--- src/rtl/sram_port_arbiter_pkg.sv ---
// Shared types and default widths for the SRAM port arbiter and its sweeper.
package sram_port_arbiter_pkg;

    localparam int ADDR_W_DEF = 12;
    localparam int DATA_W_DEF = 96;
    localparam int MASK_W_DEF = 16;

    // INIT: sweeping the array, requesters blocked. READY: arbitrating requests.
    typedef enum logic {
        ST_INIT  = 1'b0,
        ST_READY = 1'b1
    } state_t;

    typedef struct packed {
        logic [ADDR_W_DEF-1:0] addr;
        logic [MASK_W_DEF-1:0] mask;
        logic [DATA_W_DEF-1:0] data;
    } wreq_t;

    typedef struct packed {
        logic [ADDR_W_DEF-1:0] addr;
    } rreq_t;

endpackage

--- src/rtl/sram_init_sweeper.sv ---
// Address pointer for the array sweep. It advances while run is high, flags the
// last address, and latches done once the last address has been written.
module sram_init_sweeper
    import sram_port_arbiter_pkg::*;
#(
    parameter int ADDR_W = ADDR_W_DEF
) (
    input  logic              clock,
    input  logic              reset,
    input  logic              start,
    input  logic              run,
    output logic [ADDR_W-1:0] ptr,
    output logic              last,
    output logic              done
);

    logic [ADDR_W-1:0] ptr_q, ptr_d;
    logic              done_q, done_d;

    // Pointer steps once per sweep cycle; wrapping past the top address lands on 0.
    always_comb begin
        ptr_d  = ptr_q;
        done_d = done_q;
        last   = run && (ptr_q == '1);
        if (start) begin
            ptr_d  = '0;
            done_d = 1'b0;
        end else if (run) begin
            ptr_d = ptr_q + ADDR_W'(1);
            if (last) begin
                done_d = 1'b1;
            end
        end
    end

    // Pointer and done flag registers.
    always_ff @(posedge clock) begin
        if (reset) begin
            ptr_q  <= '0;
            done_q <= 1'b0;
        end else begin
            ptr_q  <= ptr_d;
            done_q <= done_d;
        end
    end

    assign ptr  = ptr_q;
    assign done = done_q;

endmodule

--- src/rtl/sram_port_arbiter.sv ---
// Shares one single-port masked SRAM between a read and a write requester.
// Writes win conflicts until the read has lost STARVE_LIMIT times in a row.
module sram_port_arbiter
    import sram_port_arbiter_pkg::*;
#(
    parameter int              ADDR_W       = ADDR_W_DEF,
    parameter int              DATA_W       = DATA_W_DEF,
    parameter int              MASK_W       = MASK_W_DEF,
    parameter int              STARVE_LIMIT = 4,
    parameter logic [DATA_W-1:0] INIT_VAL   = '0
) (
    input  logic              clock,
    input  logic              reset,
    input  logic              clear_req,
    output logic              init_done,
    input  logic              wreq_valid,
    output logic              wreq_ready,
    input  logic [ADDR_W-1:0] wreq_addr,
    input  logic [MASK_W-1:0] wreq_mask,
    input  logic [DATA_W-1:0] wreq_data,
    input  logic              rreq_valid,
    output logic              rreq_ready,
    input  logic [ADDR_W-1:0] rreq_addr,
    output logic              rresp_valid,
    output logic [DATA_W-1:0] rresp_data,
    output logic [ADDR_W-1:0] sram_addr,
    output logic              sram_en,
    output logic              sram_wmode,
    output logic [MASK_W-1:0] sram_wmask,
    output logic [DATA_W-1:0] sram_wdata,
    input  logic [DATA_W-1:0] sram_rdata
);

    localparam logic [3:0] STARVE_MAX = 4'(STARVE_LIMIT);

    state_t            state_q, state_d;
    logic [3:0]        starve_q, starve_d;
    logic              rresp_valid_q, rresp_valid_d;
    logic              grant_r, grant_w;
    logic              sweep_start, sweep_run, sweep_last, sweep_done;
    logic [ADDR_W-1:0] sweep_ptr;

    assign sweep_run   = (state_q == ST_INIT);
    assign sweep_start = (state_q == ST_READY) && clear_req;

    sram_init_sweeper #(
        .ADDR_W (ADDR_W)
    ) u_sweeper (
        .clock (clock),
        .reset (reset),
        .start (sweep_start),
        .run   (sweep_run),
        .ptr   (sweep_ptr),
        .last  (sweep_last),
        .done  (sweep_done)
    );

    // Next state, grant decision, starvation count and macro port drive.
    always_comb begin
        state_d    = state_q;
        starve_d   = starve_q;
        grant_r    = 1'b0;
        grant_w    = 1'b0;
        init_done  = 1'b0;
        sram_en    = 1'b0;
        sram_wmode = 1'b0;
        sram_addr  = '0;
        sram_wmask = '0;
        sram_wdata = '0;
        case (state_q)
            ST_INIT: begin
                sram_en    = 1'b1;
                sram_wmode = 1'b1;
                sram_wmask = '1;
                sram_wdata = INIT_VAL;
                sram_addr  = sweep_ptr;
                if (sweep_last) begin
                    state_d = ST_READY;
                end
            end
            ST_READY: begin
                init_done = sweep_done;
                if (clear_req) begin
                    state_d = ST_INIT;
                end else begin
                    grant_r = rreq_valid && (!wreq_valid || (starve_q == STARVE_MAX));
                    grant_w = wreq_valid && !grant_r;
                end
                if (grant_w) begin
                    sram_en    = 1'b1;
                    sram_wmode = 1'b1;
                    sram_addr  = wreq_addr;
                    sram_wmask = wreq_mask;
                    sram_wdata = wreq_data;
                end else if (grant_r) begin
                    sram_en    = 1'b1;
                    sram_addr  = rreq_addr;
                end
            end
            default: state_d = ST_INIT;
        endcase
        // The count only tracks an unbroken run of lost conflicts.
        if (grant_r || !rreq_valid) begin
            starve_d = '0;
        end else if (grant_w && (starve_q != STARVE_MAX)) begin
            starve_d = starve_q + 4'd1;
        end
        rresp_valid_d = grant_r;
    end

    // State, starvation counter and read-response flag registers.
    always_ff @(posedge clock) begin
        if (reset) begin
            state_q       <= ST_INIT;
            starve_q      <= '0;
            rresp_valid_q <= 1'b0;
        end else begin
            state_q       <= state_d;
            starve_q      <= starve_d;
            rresp_valid_q <= rresp_valid_d;
        end
    end

    assign wreq_ready  = grant_w;
    assign rreq_ready  = grant_r;
    assign rresp_valid = rresp_valid_q;
    assign rresp_data  = sram_rdata;

endmodule

--- config.mk ---
export PLATFORM = sky130hd
export DESIGN_NAME = sram_port_arbiter
export DESIGN_NICKNAME = d
export VERILOG_FILES = /design/src/rtl/sram_port_arbiter_pkg.sv /design/src/rtl/sram_init_sweeper.sv /design/src/rtl/sram_port_arbiter.sv
export SDC_FILE = /design/constraint.sdc
export NUM_CORES = 1
export LEC_CHECK = 0
export ABC_AREA = 1
export CAP_MARGIN = 20
export CELL_PAD_IN_SITES_DETAIL_PLACEMENT = 0
export CELL_PAD_IN_SITES_GLOBAL_PLACEMENT = 1
export CORE_AREA = 4 4 178 180
export CTS_CLUSTER_SIZE = 16
export DETAILED_ROUTE_END_ITERATION = 12
export DIE_AREA = 0 0 182 184
export HOLD_SLACK_MARGIN = 0.03
export PLACE_DENSITY = 0.76
export REMOVE_ABC_BUFFERS = 1
export SLEW_MARGIN = 20
export SYNTH_ARGS = -nofsm -noshare
export SYNTH_HDL_FRONTEND = slang
export SYNTH_SLANG_ARGS = --single-unit
--- constraint.sdc ---
create_clock -name clock -period 1.4 [get_ports clock]
set_clock_uncertainty 0.05 [all_clocks]
set_input_delay 0.14 -clock clock [delete_from_list [all_inputs] [get_ports clock]]
set_output_delay 0.14 -clock clock [all_outputs]
set_load 0.05 [all_outputs]
==> flow_metrics.py, run 1 <==
metrics = {
    "placement": {
        "gp_congestion": 0.912,
        "dp_cells": 1126,
        "io_buffers": 270,
        "dp_hpwl_um": 23200,
        "pre_cts_slack_ps": -557,
    },
    "critical_path": {
        "r2r-start": "starve_q[0]",
        "r2r_slack_ps": 10,
        "cp_max_fo": 3,
        "crit_start": "starve_q[0]",
        "start_kind": "register",
        "r2r.worst_path.cells": 9,
        "arrival_ps": 1910,
        "cp.required_ps": 1210,
        "crit_type": "register to output pin",
        "crit_path_end": "sram_addr[11]",
        "worstSetupEndpointType": "output pin",
        "rr_endpoint": "starve_q[0]",
    },
    "grt": {
        "antenna_found_initial": 5,
        "grt_pass1_wl_um": 39500,
        "grt_pass1_vias": 4528,
        "grt-ovfl-total": 0,
        "grtUsageTotal_pct": 16.8,
        "grt_max_degree": 29,
    },
    "synthesis": {
        "synth_area_leaders": "buf_4, nand2_1, nor2_1",
        "synth_top_area_share_pct": 25.2,
        "postSynthAreaPerCell_um2": 5.44,
        "synth_fa_ha_area_share_pct": 1.29,
        "yosys_warnings": 0,
        "ys_seq_area_share_pct": 13.0,
        "synth-xor-area-share_pct": 0.601,
        "synth_seq_cells": 19,
        "synth-simple-area-share_pct": 44.4,
        "synth.mux.area_fraction_pct": 0,
        "synth_area_leader_cell": "buf_4",
        "ys_types": 26,
        "syn-cell-area_um2": 2920,
        "synth_cells": 536,
        "synth_top_family_by_area": "simple AND/OR/NAND/NOR gates",
        "synth_compound_area_share_pct": 6.05,
    },
    "clock_network": {
        "cts_max_level": 1,
        "cts_tree": "yes",
        "insertion_delay_ps": 250,
        "clock-root-buffer": "clkbuf_16",
        "clkTransAtPathRegs_ps": 50,
        "cts_made_buffers": 3,
        "clock-sinks": 19,
        "cts_buffer_depth": 2,
    },
    "run_status": {
        "status": "complete, but fails checks",
        "violations": "setup timing",
    },
    "die": {
        "ios": 463,
        "core_area_um2": 30200,
        "rows": 64,
        "start_util_pct": 9.66,
        "die_w_um": 182,
        "die_area_um2": 33500,
        "die_h_um": 184,
    },
    "routing": {
        "avgViaCountPerCell": 3.91,
        "wire_per_inst_um": 26.6,
        "finalWirelength_um": 30900,
        "first_pass_iters": 4,
        "vias": 4526,
        "antenna_left": 0,
        "drtIter0Drc": 97,
        "drcViolationCount": 0,
    },
    "min_path": {
        "min_delay_path_depth": 0,
        "hp-class": "input port to output pin",
    },
    "timing": {
        "whs_ps": 230,
        "rsz0062_at_grt": "yes",
        "hold_viol_final": 0,
        "finalWorstSetupSlack_ps": -698,
        "fmax_mhz": 477,
        "slew_headroom_pct": 59.9,
        "timing.setup.tns_ps": -76040,
        "setup_viol": 128,
        "period_share_pct": 150,
        "worstMarginPinSlew_ps": 601,
        "fin_crit_ps": 2100,
        "drv_slew": 0,
    },
    "layout": {
        "final_common_cell": "clkdlybuf4s50_1",
        "regArea_um2": 383,
        "nFillCells": 3022,
        "final_cells": 1159,
        "drive_above_1_share_pct": 62.4,
        "nNetsFinal": 1002,
        "multi_input_area_um2": 3250,
        "layout_common_cells": "clkdlybuf4s50_1, buf_12, nand2_4",
        "area_growth_pct": 218,
    },
    "run": {
        "maxCapViolCount": 0,
    },
    "power_and_ir_drop": {
        "powerDensity_nw_per_um2": 251,
        "ir_drop_v": 0.000325,
        "leakage_nw": 3.62,
    },
}
[registers in the layout, summed over array words and instances, names as in the netlist]
register	flops
u_sweeper.done	1
u_sweeper.ptr	12
starve_q	4
rresp_valid	1
state_q	1
[cell usage after synthesis]
library cell,count
o21a_1,1
buf_2,9
nor2_2,3
nand3_1,18
buf_6,8
inv_1,24
o2111ai_1,1
buf_1,2
a21oi_1,15
clkbuf_1,9
xor2_1,2
ha_1,3
o21ai_0,4
a31oi_1,1
nor3_2,1
nor3_1,1
dfxtp_1,19
nand2_1,187
o211ai_1,6
nor2_1,113
buf_4,98
inv_2,2
nand2_2,3
o21ai_1,1
a21oi_2,1
nand4_1,4
[cell type report]
type | count | share of cell area [%]
inverter | 26 | 1.19
antenna | 2 | 0.0539
tap | 396 | 5.34
sequential | 19 | 4.12
multi-input combinational | 365 | 35.0
clock inverter | 1 | 0.0539
clock buffer | 3 | 0.809
timing repair buffer | 347 | 53.5
[critical path, stage by stage (launching register included)]
cell,delay (ps)
dfxtp_2,330
inv_2,50
ha_4,150
nand3_4,60
nand2_2,60
nand2_2,90
nand2_4,60
buf_4,140
nor2_4,140
buf_4,140
buf_4,90
nand2_1,40
o211ai_1,130
buf_12,180
[logic make-up (layout without fill, tap and decap cells)]
family,count (synthesis),in the layout
other,0,2
AND/OR/NAND/NOR,330,330
AO/OA/AOI/OAI,30,30
adder cells (fa/ha/maj),3,3
buffers and inverters,152,377
XOR/XNOR,2,2
flip-flops,19,19
[worst min path at each step]
stage                        start              to  slack (ps)
floorplan                    reset         state_q         160
global placement    sram_rdata[84]  rresp_data[84]         230
detailed placement  sram_rdata[84]  rresp_data[84]         230
CTS                 sram_rdata[84]  rresp_data[84]         230
global route        sram_rdata[84]  rresp_data[84]         230
finish              sram_rdata[84]  rresp_data[84]         230
[per-stage QoR]
stage | utilization [%] | total power, mW | instance area [um^2]
floorplan | - | 0.715 | 2000
global placement | 22.3 | 1.25 | 6740
detailed placement | 22.3 | 1.25 | 6740
CTS | 27.9 | 2.17 | 8430
global route | 30.7 | 2.43 | 9280
finish | 30.8 | 2.33 | 9280
[power breakdown]
group          leakage [nW]  total (mW)  internal (mW)  switching, mW
clock                0.0409       0.590          0.383          0.208
combinational          3.42        1.18          0.667          0.515
sequential            0.155       0.554          0.548        0.00565
[repair_timing]
item	4_1_cts	5_1_grt
gates resized for setup	355	190
buffers inserted	15	5
pin swaps	38	73
hold buffers	0	0
endpoints found under the setup margin	133	139
cloned	10	5
[per-layer routing]
| layer | GRT usage (%) | wire length [um] |
|---|---|---|
| met1 | 18.3 | 11400 |
| met2 | 21.5 | 11400 |
| met3 | 19.2 | 7320 |
| met4 | 1.17 | 334 |
| met5 | 9.71 | 481 |
Note: power is estimated with default switching activity, not from simulation.
==> inputs of run 2 (changes only) <==
- CORE_AREA: 4 4 178 180 -> 4 4 179 181
- CTS_BUF_LIST: default -> sky130_fd_sc_hd__clkbuf_8
- DIE_AREA: 0 0 182 184 -> 0 0 183 185
- PLACE_DENSITY: 0.76 -> 0.73
- clock period: 1.4 -> 2.7 ns (I/O delays scaled with it)
==> flow_metrics.py, run 2 (synthesized netlist as in run 1, its figures left out) <==
metrics = {
    "run_status": {
        "status": "finished, final reports clean",
    },
    "routing": {
        "antenna_left": 0,
        "wire_per_inst_um": 28.5,
        "drcViolationCount": 0,
        "drtIter0Drc": 163,
        "finalWirelength_um": 31000,
        "first_pass_iters": 4,
        "avgViaCountPerCell": 3.74,
        "vias": 4066,
    },
    "grt": {
        "grt_pass1_wl_um": 39100,
        "grtUsageTotal_pct": 17.1,
        "grt_pass1_vias": 3892,
        "grt-ovfl-total": 0,
        "grt_max_degree": 111,
        "antenna_found_initial": 9,
    },
    "placement": {
        "gp_congestion": 0.874,
        "dp_cells": 1082,
        "pre_cts_slack_ps": 261,
        "dp_hpwl_um": 26100,
        "io_buffers": 270,
    },
    "die": {
        "rows": 64,
        "die_h_um": 185,
        "die_w_um": 183,
        "ios": 463,
        "start_util_pct": 9.58,
        "core_area_um2": 30400,
        "die_area_um2": 33900,
    },
    "layout": {
        "nNetsFinal": 931,
        "final_cells": 1086,
        "final_common_cell": "nand2_1",
        "drive_above_1_share_pct": 21.6,
        "nFillCells": 3377,
        "regArea_um2": 380,
        "area_growth_pct": 120,
        "largest_reg_flops": 12,
        "layout_common_cells": "nand2_1, clkdlybuf4s50_1, nor2_1, buf_12, inv_1",
        "diodes": 0,
        "multi_input_area_um2": 1530,
    },
    "power_and_ir_drop": {
        "power_mw": 0.838,
        "leakage_nw": 2.23,
        "ir_drop_v": 0.000207,
        "powerDensity_nw_per_um2": 131,
    },
    "min_path": {
        "hp-class": "register to register",
        "min_delay_path_depth": 2,
    },
    "clock_network": {
        "cts_resized": 0,
        "post-cts-setup-buffers": 0,
        "cts_tree": "yes",
        "cts_max_level": 1,
        "cts_made_buffers": 3,
        "clock-sinks": 19,
        "hold_buffers": 0,
        "cts_buffer_depth": 2,
        "clock-root-buffer": "clkbuf_8",
        "clkTransAtPathRegs_ps": 70,
        "insertion_delay_ps": 260,
    },
    "timing": {
        "finalWorstSetupSlack_ps": 220,
        "slew_headroom_pct": 56.7,
        "rsz0062_at_grt": "yes",
        "period_share_pct": 91.8,
        "worstMarginPinSlew_ps": 647,
        "hold_viol_final": 0,
        "fin_crit_ps": 2480,
        "setup_viol": 0,
        "fmax_mhz": 403,
        "drv_slew": 0,
    },
    "critical_path": {
        "start_kind": "register",
        "r2r.worst_path.cells": 7,
        "arrival_ps": 2160,
        "cp_max_fo": 68,
        "worstSetupEndpointType": "output pin",
        "crit_type": "register to output pin",
        "cp.required_ps": 2380,
    },
    "run": {
        "maxCapViolCount": 0,
    },
}
run 2: per-stage QoR:
stage,setup TNS (ps),utilization (%),hold slack (ps),cell area [um^2]
6_report,0,21.1,417,6410
5_1_grt,-52.2,21.1,442,6410
4_1_cts,0,21.0,417,6400
3_5_place_dp,0,20.9,405,6350
3_3_place_gp,0,20.9,395,6350
2_1_floorplan,-24530,-,289,2000
run 2: per-layer routing:
| metal | global-route usage [%] | vias up | share of wire (%) |
|---|---|---|---|
| met5 | 5.57 | - | 1.2 |
| met4 | 0.805 | 24 | 0.47 |
| met3 | 19.7 | 36 | 24 |
| met2 | 18.2 | 382 | 30 |
| met1 | 22.0 | 1785 | 44 |
| li1 | - | 1839 | - |
run 2: worst paths after layout:
check                                     from                 to  slack (ps)
worst max-delay path               starve_q[0]     sram_wdata[49]         220
worst min-delay path            u_sweeper.done     u_sweeper.done         420
worst min register to register  u_sweeper.done     u_sweeper.done         420
worst max register to register         state_q  u_sweeper.ptr[10]         920
run 2: critical path: stages, from the launching register on:
cell      delay (ps)
dfxtp_1          380
inv_1             80
ha_1             200
nand3_1          120
nand2_2           70
nand2_2           90
nand2_2           70
clkinv_2         100
buf_16           240
nand2_1          130
nor2_1           200
buf_12           170
run 2: final cells by class:
cell class / instances / area share (%)
Clock buffer: 3 / 0.644
Clock inverter: 1 / 0.0781
Inverter: 26 / 1.56
Multi-Input combinational cell: 365 / 23.8
Sequential cell: 19 / 5.93
Tap cell: 396 / 7.73
Timing Repair Buffer: 276 / 60.3
run 2: power by group:
| group | internal [mW] | leakage [nW] | switching, mW |
|---|---|---|---|
| clock | 0.103 | 0.0255 | 0.0998 |
| combinational | 0.218 | 2.05 | 0.129 |
| sequential | 0.284 | 0.154 | 0.00513 |
| total | 0.604 | 2.23 | 0.234 |
